--- config.mk ---
export PLATFORM = sky130hd
export DESIGN_NAME = hazard_stall_controller_flat
export DESIGN_NICKNAME = d
export VERILOG_FILES = /design/src/rtl/hazard_stall_controller_if.sv /design/src/rtl/hazard_stall_controller.sv /design/src/flat_wrapper.sv
export SDC_FILE = /design/constraint.sdc
export NUM_CORES = 1
export LEC_CHECK = 0
export ABC_AREA = 1
export CAP_MARGIN = 20
export CELL_PAD_IN_SITES_DETAIL_PLACEMENT = 0
export CELL_PAD_IN_SITES_GLOBAL_PLACEMENT = 1
export CORE_ASPECT_RATIO = 0.6
export CORE_UTILIZATION = 20
export CTS_CLUSTER_DIAMETER = 40
export DETAILED_ROUTE_END_ITERATION = 6
export PLACE_DENSITY = 0.75
export SETUP_SLACK_MARGIN = 0.3
export SLEW_MARGIN = 15
export SYNTH_ARGS = -nofsm -noshare
export SYNTH_HDL_FRONTEND = slang
export SYNTH_SLANG_ARGS = --single-unit
--- constraint.sdc ---
create_clock -name clk -period 1.1 [get_ports clk]
set_clock_uncertainty 0.1 [all_clocks]
set_input_delay 0.165 -clock clk [delete_from_list [all_inputs] [get_ports clk]]
set_output_delay 0.165 -clock clk [all_outputs]
set_load 0.01 [all_outputs]
--- src/rtl/hazard_stall_controller_if.sv ---
// Hazard/stall handshake bundle between the pipeline datapath and the stall controller.
// The master side (datapath) drives the ID/EX hazard inputs; the slave side (controller) drives the enables.
interface hazard_stall_controller_if;
  logic [3:0] id_op1;
  logic [3:0] id_op2;
  logic       id_uses_op2;
  logic [3:0] ex_opcode;
  logic [3:0] ex_dest;
  logic       ex_md_start;
  logic       ex_branch_tkn;
  logic       halt_req;
  logic       resume;

  logic       pc_write;
  logic       ifid_write;
  logic       ifid_flush;
  logic       idex_write;
  logic       idex_flush;
  logic       exmem_bubble;
  logic       halted;

  modport master (
    output id_op1, id_op2, id_uses_op2, ex_opcode, ex_dest,
           ex_md_start, ex_branch_tkn, halt_req, resume,
    input  pc_write, ifid_write, ifid_flush, idex_write, idex_flush,
           exmem_bubble, halted
  );

  modport slave (
    input  id_op1, id_op2, id_uses_op2, ex_opcode, ex_dest,
           ex_md_start, ex_branch_tkn, halt_req, resume,
    output pc_write, ifid_write, ifid_flush, idex_write, idex_flush,
           exmem_bubble, halted
  );
endinterface

--- src/rtl/hazard_stall_controller.sv ---
// Pipeline sequencer: load-use bubbles, taken-branch flushes, mul/div freeze and HALT parking.
// Optional STALL_PERF_EN macro builds a saturating front-end stall-cycle counter.
module hazard_stall_controller #(
  parameter int MD_LATENCY = 4,
  parameter int CNT_W      = 3,
  parameter int PERF_W     = 16
) (
  input  logic                  clk,
  input  logic                  rst_n,
  hazard_stall_controller_if.slave hz,
  input  logic                  perf_clr,
  output logic [PERF_W-1:0]     stall_cycles
);

  typedef enum logic [1:0] {RUN, MD_WAIT, HALT} state_t;

  localparam bit              MD_EN    = (MD_LATENCY > 1);
  localparam logic [CNT_W-1:0] CNT_LOAD = CNT_W'((MD_LATENCY > 1) ? (MD_LATENCY - 2) : 0);

  state_t           state;
  logic [CNT_W-1:0] cnt;
  logic             halt_pend;

  logic is_load;
  logic load_use;
  logic md_go;

  logic pc_write;
  logic ifid_write;
  logic ifid_flush;
  logic idex_write;
  logic idex_flush;
  logic exmem_bubble;
  logic halted;

  assign is_load  = (hz.ex_opcode == 4'b0100) || (hz.ex_opcode == 4'b0110);
  assign load_use = is_load &&
                    ((hz.ex_dest == hz.id_op1) ||
                     (hz.id_uses_op2 && (hz.ex_dest == hz.id_op2)));
  assign md_go    = hz.ex_md_start && MD_EN;

  // Sequencer state: the mul/div countdown and a deferred HALT captured while frozen
  always_ff @(posedge clk or negedge rst_n) begin
    if (!rst_n) begin
      state     <= RUN;
      cnt       <= '0;
      halt_pend <= 1'b0;
    end else begin
      case (state)
        RUN: begin
          if (md_go) begin
            state <= MD_WAIT;
            cnt   <= CNT_LOAD;
          end else if (!hz.ex_branch_tkn && !load_use && hz.halt_req) begin
            state <= HALT;
          end
        end
        MD_WAIT: begin
          if (cnt == '0) begin
            state     <= (halt_pend || hz.halt_req) ? HALT : RUN;
            halt_pend <= 1'b0;
          end else begin
            cnt <= cnt - CNT_W'(1);
            if (hz.halt_req) halt_pend <= 1'b1;
          end
        end
        HALT: begin
          if (hz.resume) state <= RUN;
        end
        default: state <= RUN;
      endcase
    end
  end

  // Enables act in the same cycle; everything is forced low while reset is held
  always_comb begin
    pc_write     = 1'b0;
    ifid_write   = 1'b0;
    ifid_flush   = 1'b0;
    idex_write   = 1'b0;
    idex_flush   = 1'b0;
    exmem_bubble = 1'b0;
    halted       = 1'b0;
    if (rst_n) begin
      case (state)
        RUN: begin
          pc_write   = 1'b1;
          ifid_write = 1'b1;
          idex_write = 1'b1;
          if (md_go) begin
            pc_write     = 1'b0;
            ifid_write   = 1'b0;
            idex_write   = 1'b0;
            exmem_bubble = 1'b1;
          end else if (hz.ex_branch_tkn) begin
            ifid_flush = 1'b1;
            idex_flush = 1'b1;
          end else if (load_use || hz.halt_req) begin
            pc_write   = 1'b0;
            ifid_write = 1'b0;
            idex_flush = 1'b1;
          end
        end
        MD_WAIT: begin
          exmem_bubble = 1'b1;
        end
        HALT: begin
          idex_write = 1'b1;
          idex_flush = 1'b1;
          halted     = 1'b1;
        end
        default: ;
      endcase
    end
  end

  assign hz.pc_write     = pc_write;
  assign hz.ifid_write   = ifid_write;
  assign hz.ifid_flush   = ifid_flush;
  assign hz.idex_write   = idex_write;
  assign hz.idex_flush   = idex_flush;
  assign hz.exmem_bubble = exmem_bubble;
  assign hz.halted       = halted;

`ifdef STALL_PERF_EN
  function automatic logic [PERF_W-1:0] sat_inc(input logic [PERF_W-1:0] v);
    return (&v) ? v : v + PERF_W'(1);
  endfunction

  // Stall counter: clear beats increment, holds at all-ones
  always_ff @(posedge clk or negedge rst_n) begin
    if (!rst_n) begin
      stall_cycles <= '0;
    end else if (perf_clr) begin
      stall_cycles <= '0;
    end else if (!pc_write) begin
      stall_cycles <= sat_inc(stall_cycles);
    end
  end
`else
  logic perf_clr_unused;
  assign perf_clr_unused = perf_clr;
  assign stall_cycles    = '0;
`endif

endmodule

--- src/flat_wrapper.sv ---
// flat-port wrapper written by rule: the top's interface ports become plain ports
module hazard_stall_controller_flat 
#(
  parameter int MD_LATENCY = 4,
  parameter int CNT_W      = 3,
  parameter int PERF_W     = 16
)
  (clk, rst_n, perf_clr, stall_cycles, hz_id_op1, hz_id_op2, hz_id_uses_op2, hz_ex_opcode, hz_ex_dest, hz_ex_md_start, hz_ex_branch_tkn, hz_halt_req, hz_resume, hz_pc_write, hz_ifid_write, hz_ifid_flush, hz_idex_write, hz_idex_flush, hz_exmem_bubble, hz_halted);
  hazard_stall_controller_if hz_i ();
  input  logic clk;
  input  logic rst_n;
  input  logic perf_clr;
  output logic [PERF_W-1:0] stall_cycles;
  input wire logic [$bits(hz_i.id_op1)-1:0] hz_id_op1;
  input wire logic [$bits(hz_i.id_op2)-1:0] hz_id_op2;
  input wire logic [$bits(hz_i.id_uses_op2)-1:0] hz_id_uses_op2;
  input wire logic [$bits(hz_i.ex_opcode)-1:0] hz_ex_opcode;
  input wire logic [$bits(hz_i.ex_dest)-1:0] hz_ex_dest;
  input wire logic [$bits(hz_i.ex_md_start)-1:0] hz_ex_md_start;
  input wire logic [$bits(hz_i.ex_branch_tkn)-1:0] hz_ex_branch_tkn;
  input wire logic [$bits(hz_i.halt_req)-1:0] hz_halt_req;
  input wire logic [$bits(hz_i.resume)-1:0] hz_resume;
  output wire logic [$bits(hz_i.pc_write)-1:0] hz_pc_write;
  output wire logic [$bits(hz_i.ifid_write)-1:0] hz_ifid_write;
  output wire logic [$bits(hz_i.ifid_flush)-1:0] hz_ifid_flush;
  output wire logic [$bits(hz_i.idex_write)-1:0] hz_idex_write;
  output wire logic [$bits(hz_i.idex_flush)-1:0] hz_idex_flush;
  output wire logic [$bits(hz_i.exmem_bubble)-1:0] hz_exmem_bubble;
  output wire logic [$bits(hz_i.halted)-1:0] hz_halted;
  assign hz_i.id_op1 = hz_id_op1;
  assign hz_i.id_op2 = hz_id_op2;
  assign hz_i.id_uses_op2 = hz_id_uses_op2;
  assign hz_i.ex_opcode = hz_ex_opcode;
  assign hz_i.ex_dest = hz_ex_dest;
  assign hz_i.ex_md_start = hz_ex_md_start;
  assign hz_i.ex_branch_tkn = hz_ex_branch_tkn;
  assign hz_i.halt_req = hz_halt_req;
  assign hz_i.resume = hz_resume;
  assign hz_pc_write = hz_i.pc_write;
  assign hz_ifid_write = hz_i.ifid_write;
  assign hz_ifid_flush = hz_i.ifid_flush;
  assign hz_idex_write = hz_i.idex_write;
  assign hz_idex_flush = hz_i.idex_flush;
  assign hz_exmem_bubble = hz_i.exmem_bubble;
  assign hz_halted = hz_i.halted;
  hazard_stall_controller #(.MD_LATENCY(MD_LATENCY), .CNT_W(CNT_W), .PERF_W(PERF_W)) u_core (.clk(clk), .rst_n(rst_n), .hz(hz_i), .perf_clr(perf_clr), .stall_cycles(stall_cycles));
endmodule
# Yosys cells after proc, flatten, opt, wreduce, memory -nomap -nowiden
# Cells that the tools add are included.
[op_classes] multipliers=0 n_reduce_logical=17 shifts=0 n_lt_le_gt_ge=0 eq_ne=11 bitwise_logic=0 add_sub_neg=1 muxes=33 div=0
[ops] operator="1-bit 2-to-1 mux" n=21
[ops] operator="2-bit 2-to-1 mux" n=5
[ops] operator="4-bit by 3-bit == test with 1-bit output, second input constant" n=2
[ops] operator="4-bit == test" n=2
[ops] operator="3-bit 2-to-1 mux" n=2
[ops] operator="2-bit inequality test, second input constant" n=3
[ops] operator="1-bit one-hot mux with 2 select lines" n=3
[ops] operator="2-bit one-hot mux with 3 select lines" n=1
[ops] operator="3-bit one-hot mux with 2 select lines" n=1
[ops] operator="3-bit AND reduction" n=2
[ops] operator="1-bit logical AND" n=4
[ops] operator="1-bit logical OR" n=4
[ops] operator="2-bit nonzero test" n=2
[ops] operator="3-bit zero test" n=1
[ops] operator="3-bit by 2-bit inequality test with 1-bit output, second input constant" n=1
[ops] operator="3-bit by 1-bit subtractor with 3-bit output, second input constant" n=1
[ops] operator="2-bit by 1-bit == test with 1-bit output, second input constant" n=1
[ops] operator="2-bit == test, second input constant" n=1
[ops] operator="1-bit zero test" n=2
[ops] operator="2-bit zero test" n=1
[ops] operator="2-bit by 1-bit inequality test with 1-bit output, second input constant" n=1
[ops] operator="2-bit AND reduction" n=1
[totals] in_bits=24 ramBits=0 out_inout_bits=23 latchBits=0 n_memories=0 reg_bits=6 romBits=0 word_cells=65

# Logic depth before layout (Yosys ltp)
[logic_depth] ltp_word=10 mapped_depth=11 ltp_nobuf=11

# Least setup slack after synthesis
# Ideal clock, no wire load.
[synth_path] path_type="register to output" from="register u_core.state[1]" to="output port hz_pc_write" n_path_buf=1 arrival_ps=1149 required_time_ps=835 stages_incl_launch_ff=7 setup_slack_ps=-314 cell_sequence="dfrtp_1 -> nor2_2 -> inv_2 -> nor2_4 -> nand2_1 -> a21oi_1 -> buf_4"
[synth_via] elab_chain_len=3
[synth_rtl] element="start, declared" line="hazard_stall_controller.sv:20" source="state_t state;"
[synth_rtl] element="start signal, assigned" line="hazard_stall_controller.sv:60" source="state <= (halt_pend || hz.halt_req) ? HALT : RUN;"
[synth_rtl] element="2-bit zero test"
[synth_rtl] element="1-bit 2-to-1 mux (2 in series)"
[synth_rtl] element="end, declared" line="flat_wrapper.sv:23" source="output wire logic [$bits(hz_i.pc_write)-1:0] hz_pc_write;"
# No other way between the ends.

# Final worst setup path
[layout_path] from="register u_core.state[1]" to="output port hz_idex_flush"
[layout_via] elab_chain_len=3 elab_cells_between_ends=4 classes_between="eq/ne (1); mux (2); reduce/logical (1)"
[layout_rtl] element="2-bit == test or 2-bit zero test (tied branches)" line="hazard_stall_controller.sv:85" source="case (state)"
[layout_rtl] element="1-bit one-hot mux with 2 select lines *" line="hazard_stall_controller.sv:85"
[layout_rtl] element="1-bit 2-to-1 mux *" line="hazard_stall_controller.sv:84" source="if (rst_n) begin"
[layout_rtl] element="end, declared" line="flat_wrapper.sv:27" source="output wire logic [$bits(hz_i.idex_flush)-1:0] hz_idex_flush;"
# Every way passes the cells marked *; elsewhere a longest branch is shown, timed or not.

==> results.json <==
{
  "status": "finished with violations",
  "violations": "setup timing",
  "vdd_drop_max_v": 0.000585,
  "syn_area_sq_um": 707,
  "synthFlopType": "dfrtp_1",
  "end_kind": "output pin",
  "drt_pass1_iterations": 4,
  "powerDensity_nw_per_um2": 1980,
  "cp-start-kind": "flop",
  "yosys.area.top_type_share_pct": 21.2,
  "fmax_mhz": 618,
  "synth_top_family_by_area": "simple AND/OR/NAND/NOR gates",
  "grt-ovfl-total": 0,
  "drive_above_1_share_pct": 40.0,
  "start_util_pct": 21.3,
  "place.gp.congestion": 0.759,
  "tns_ns": -4.96,
  "die_w_microns": 78.8,
  "cpPeakStageDelay_ns": 0.39,
  "critPathRequiredTime_ns": 0.83,
  "netlist_instances": 111,
  "hold_viol_final": 0,
  "synth_top_area_cell": "dfrtp_1",
  "cts_buffers": 3,
  "slew_viol_final": 0,
  "dpl.hpwl_microns": 1670,
  "clk_latency_ns": 0.22,
  "synthArstFlopShare_pct": 100,
  "synth.distinct_cells": 21,
  "synthAdderAreaFrac_pct": 3.54,
  "core-area_sq_um": 3320,
  "fin_nets": 193,
  "worst_path_max_delay_cell": "dfrtp_1",
  "cp-endpoint": "hz_idex_flush",
  "drc": 0,
  "grt_setup_unrepaired": "yes",
  "rows": 16,
  "finalCriticalPeriod_ns": 1.62,
  "finalSetupViolCount": 13,
  "io_buffers": 28,
  "leakage_nw": 0.692,
  "tritoncts": "built",
  "cts_sinks": 6,
  "synth_compound_area_share_pct": 9.56,
  "antenna_cells": 0,
  "startpoint": "u_core.state[1]$_DFFE_PN0P_",
  "holdWs_ns": 0.183,
  "highest_layer": "met4",
  "areaGrowthSynthToFinish_pct": 78.6,
  "ys_top_cells_by_area": "dfrtp_1 21%, buf_4 18%, nand2_1 13%, inv_1 9.0%, nor2_1 6.4%",
  "io_pins": 47,
  "wl_met2_microns": 1050,
  "yosys_warnings": 0,
  "clock_tree.root_cell": "clkbuf_8",
  "synth_simple_gate_area_share_pct": 31.2,
  "fp.dieArea_sq_um": 3780,
  "wire_per_inst_microns": 9.61,
  "grt_pass1_wl_microns": 3210,
  "synthTopCellsByCount": "25 x nand2_1, 17 x buf_4, 17 x inv_1, 12 x nor2_1",
  "synth-seq-area-share_pct": 21.2,
  "cts.htree.levels": 1,
  "path_cells": "nor2_2 -> inv_2 -> nor2_4 -> inv_2 -> a21oi_4 -> o21ai_1 -> inv_1 -> buf_2",
  "r2r-start": "u_core.state[1]$_DFFE_PN0P_",
  "r2r_end": "u_core.cnt[1]$_DFFE_PN0P_",
  "muxShareOfSynthArea_pct": 0,
  "grt_start_max_net_pins": 7,
  "fin_ws_ns": -0.518,
  "period_share_pct": 147,
  "critPathMaxFanout": 3,
  "wirelength_microns": 2020,
  "crit_arrival_ns": 1.35,
  "crit_type": "reg2out",
  "cts.clk_slew.worst_paths_ns": 0.03,
  "reg2reg_depth": 10,
  "maxCapViolations": 0,
  "crit_path_frequent_cell": "inv_2",
  "first_iter_violations": 31,
  "synth_enable_flop_cells": 0,
  "dr_wl_met3_microns": 143,
  "vias": 790,
  "antenna_found_initial": 0,
  "rrSetupSlack_ns": -0.42,
  "wl_met1_microns": 799,
  "yosys.area_share.xor_xnor_pct": 3.72,
  "worstHoldPathType": "in2async",
  "avgSynthCellArea_sq_um": 6.37,
  "ys_ff_latch": 6,
  "cts_buffer_depth": 2,
  "grt_pass1_vias": 734,
  "ant_nets": 0,
  "post-synth-top-count-cell": "nand2_1",
  "grt_usage_pct": 11.4,
  "die_h_microns": 48.1,
  "post_drt_via_cell_ratio": 3.76
}
==> per-stage QoR <==
stage / instances / setup WS [ns] / cell area (sq um) / power, mW / util (%)
finish: 210 / -0.518 / 1260 / 2.50 / 38.0
global route: 210 / -0.608 / 1260 / 2.70 / 38.0
CTS: 205 / -0.511 / 1190 / 2.30 / 35.8
detailed placement: 198 / -1.12 / 1120 / 1.78 / 33.6
global placement: 198 / -1.12 / 1120 / 1.74 / 33.6
floorplan: 126 / -0.197 / 788 / 1.16 / -
==> critical path, delay by kind of cell, from the launching register on <==
kind	cells	cell delay [ns]
AO/OA/AOI/OAI	2	0.21
AND/OR/NAND/NOR	2	0.23
flip-flops	1	0.39
buffers and inverters	4	0.30
==> worst min-delay path by stage <==
stage	to	depth (start not counted)
6_report	u_core.state[1]$_DFFE_PN0P_	2
3_5_place_dp	u_core.halt_pend$_DFFE_PN0P_	2
5_1_grt	u_core.state[1]$_DFFE_PN0P_	2
2_1_floorplan	u_core.cnt[0]$_DFFE_PN0P_	0
3_3_place_gp	u_core.halt_pend$_DFFE_PN0P_	2
4_1_cts	u_core.state[1]$_DFFE_PN0P_	2
==> cells by family after synthesis <==
kind of cell,Yosys count
buf+inv,40
other cells,1
compound gates,11
xor+xnor,3
simple gates,48
fa+ha+maj,2
flops,6
==> state kept, by name (all words and copies together), names as in the netlist <==
signal,cells
u_core.cnt,3
u_core.halt_pend,1
u_core.state,2
==> cells in the final DEF (no fill, tap or decap), types with 6 or more instances in the layout <==
master,instances
buf_4,20
buf_6,6
nor2_1,10
dlygate4sd2_1,12
dfrtp_1,6
inv_1,16
nand2_1,21
inv_2,7
conb_1,16
clkdlybuf4s50_1,8
==> cell type report <==
class	count	area, sq um
inverter	23	86.3
tap	45	56.3
sequential	6	150
fill	346	2060
clock buffer	3	41.3
timing repair buffer	53	452
multi-input combinational	80	477
==> report_power, final <==
part	switching (mW)	total (mW)	leakage [nW]	internal [mW]
Clock	0.0973	0.333	0.0216	0.235
Combinational	0.847	1.77	0.598	0.920
Sequential	0.0655	0.400	0.0726	0.334
==> layer usage <==
metal  vias up  GRT usage, %
li1        403             -
met1       360          13.9
met2        23          20.2
met3         4          3.43
met4         0          3.33
met5         -             0
==> repair_timing <==
action	CTS	global route
endpoints found under the setup margin	13	13
setup buffers	4	5
pin swaps	14	8
gates resized for setup	51	9
gates cloned	0	0
hold buffers	0	0
Power figures use the tool's default switching activity.
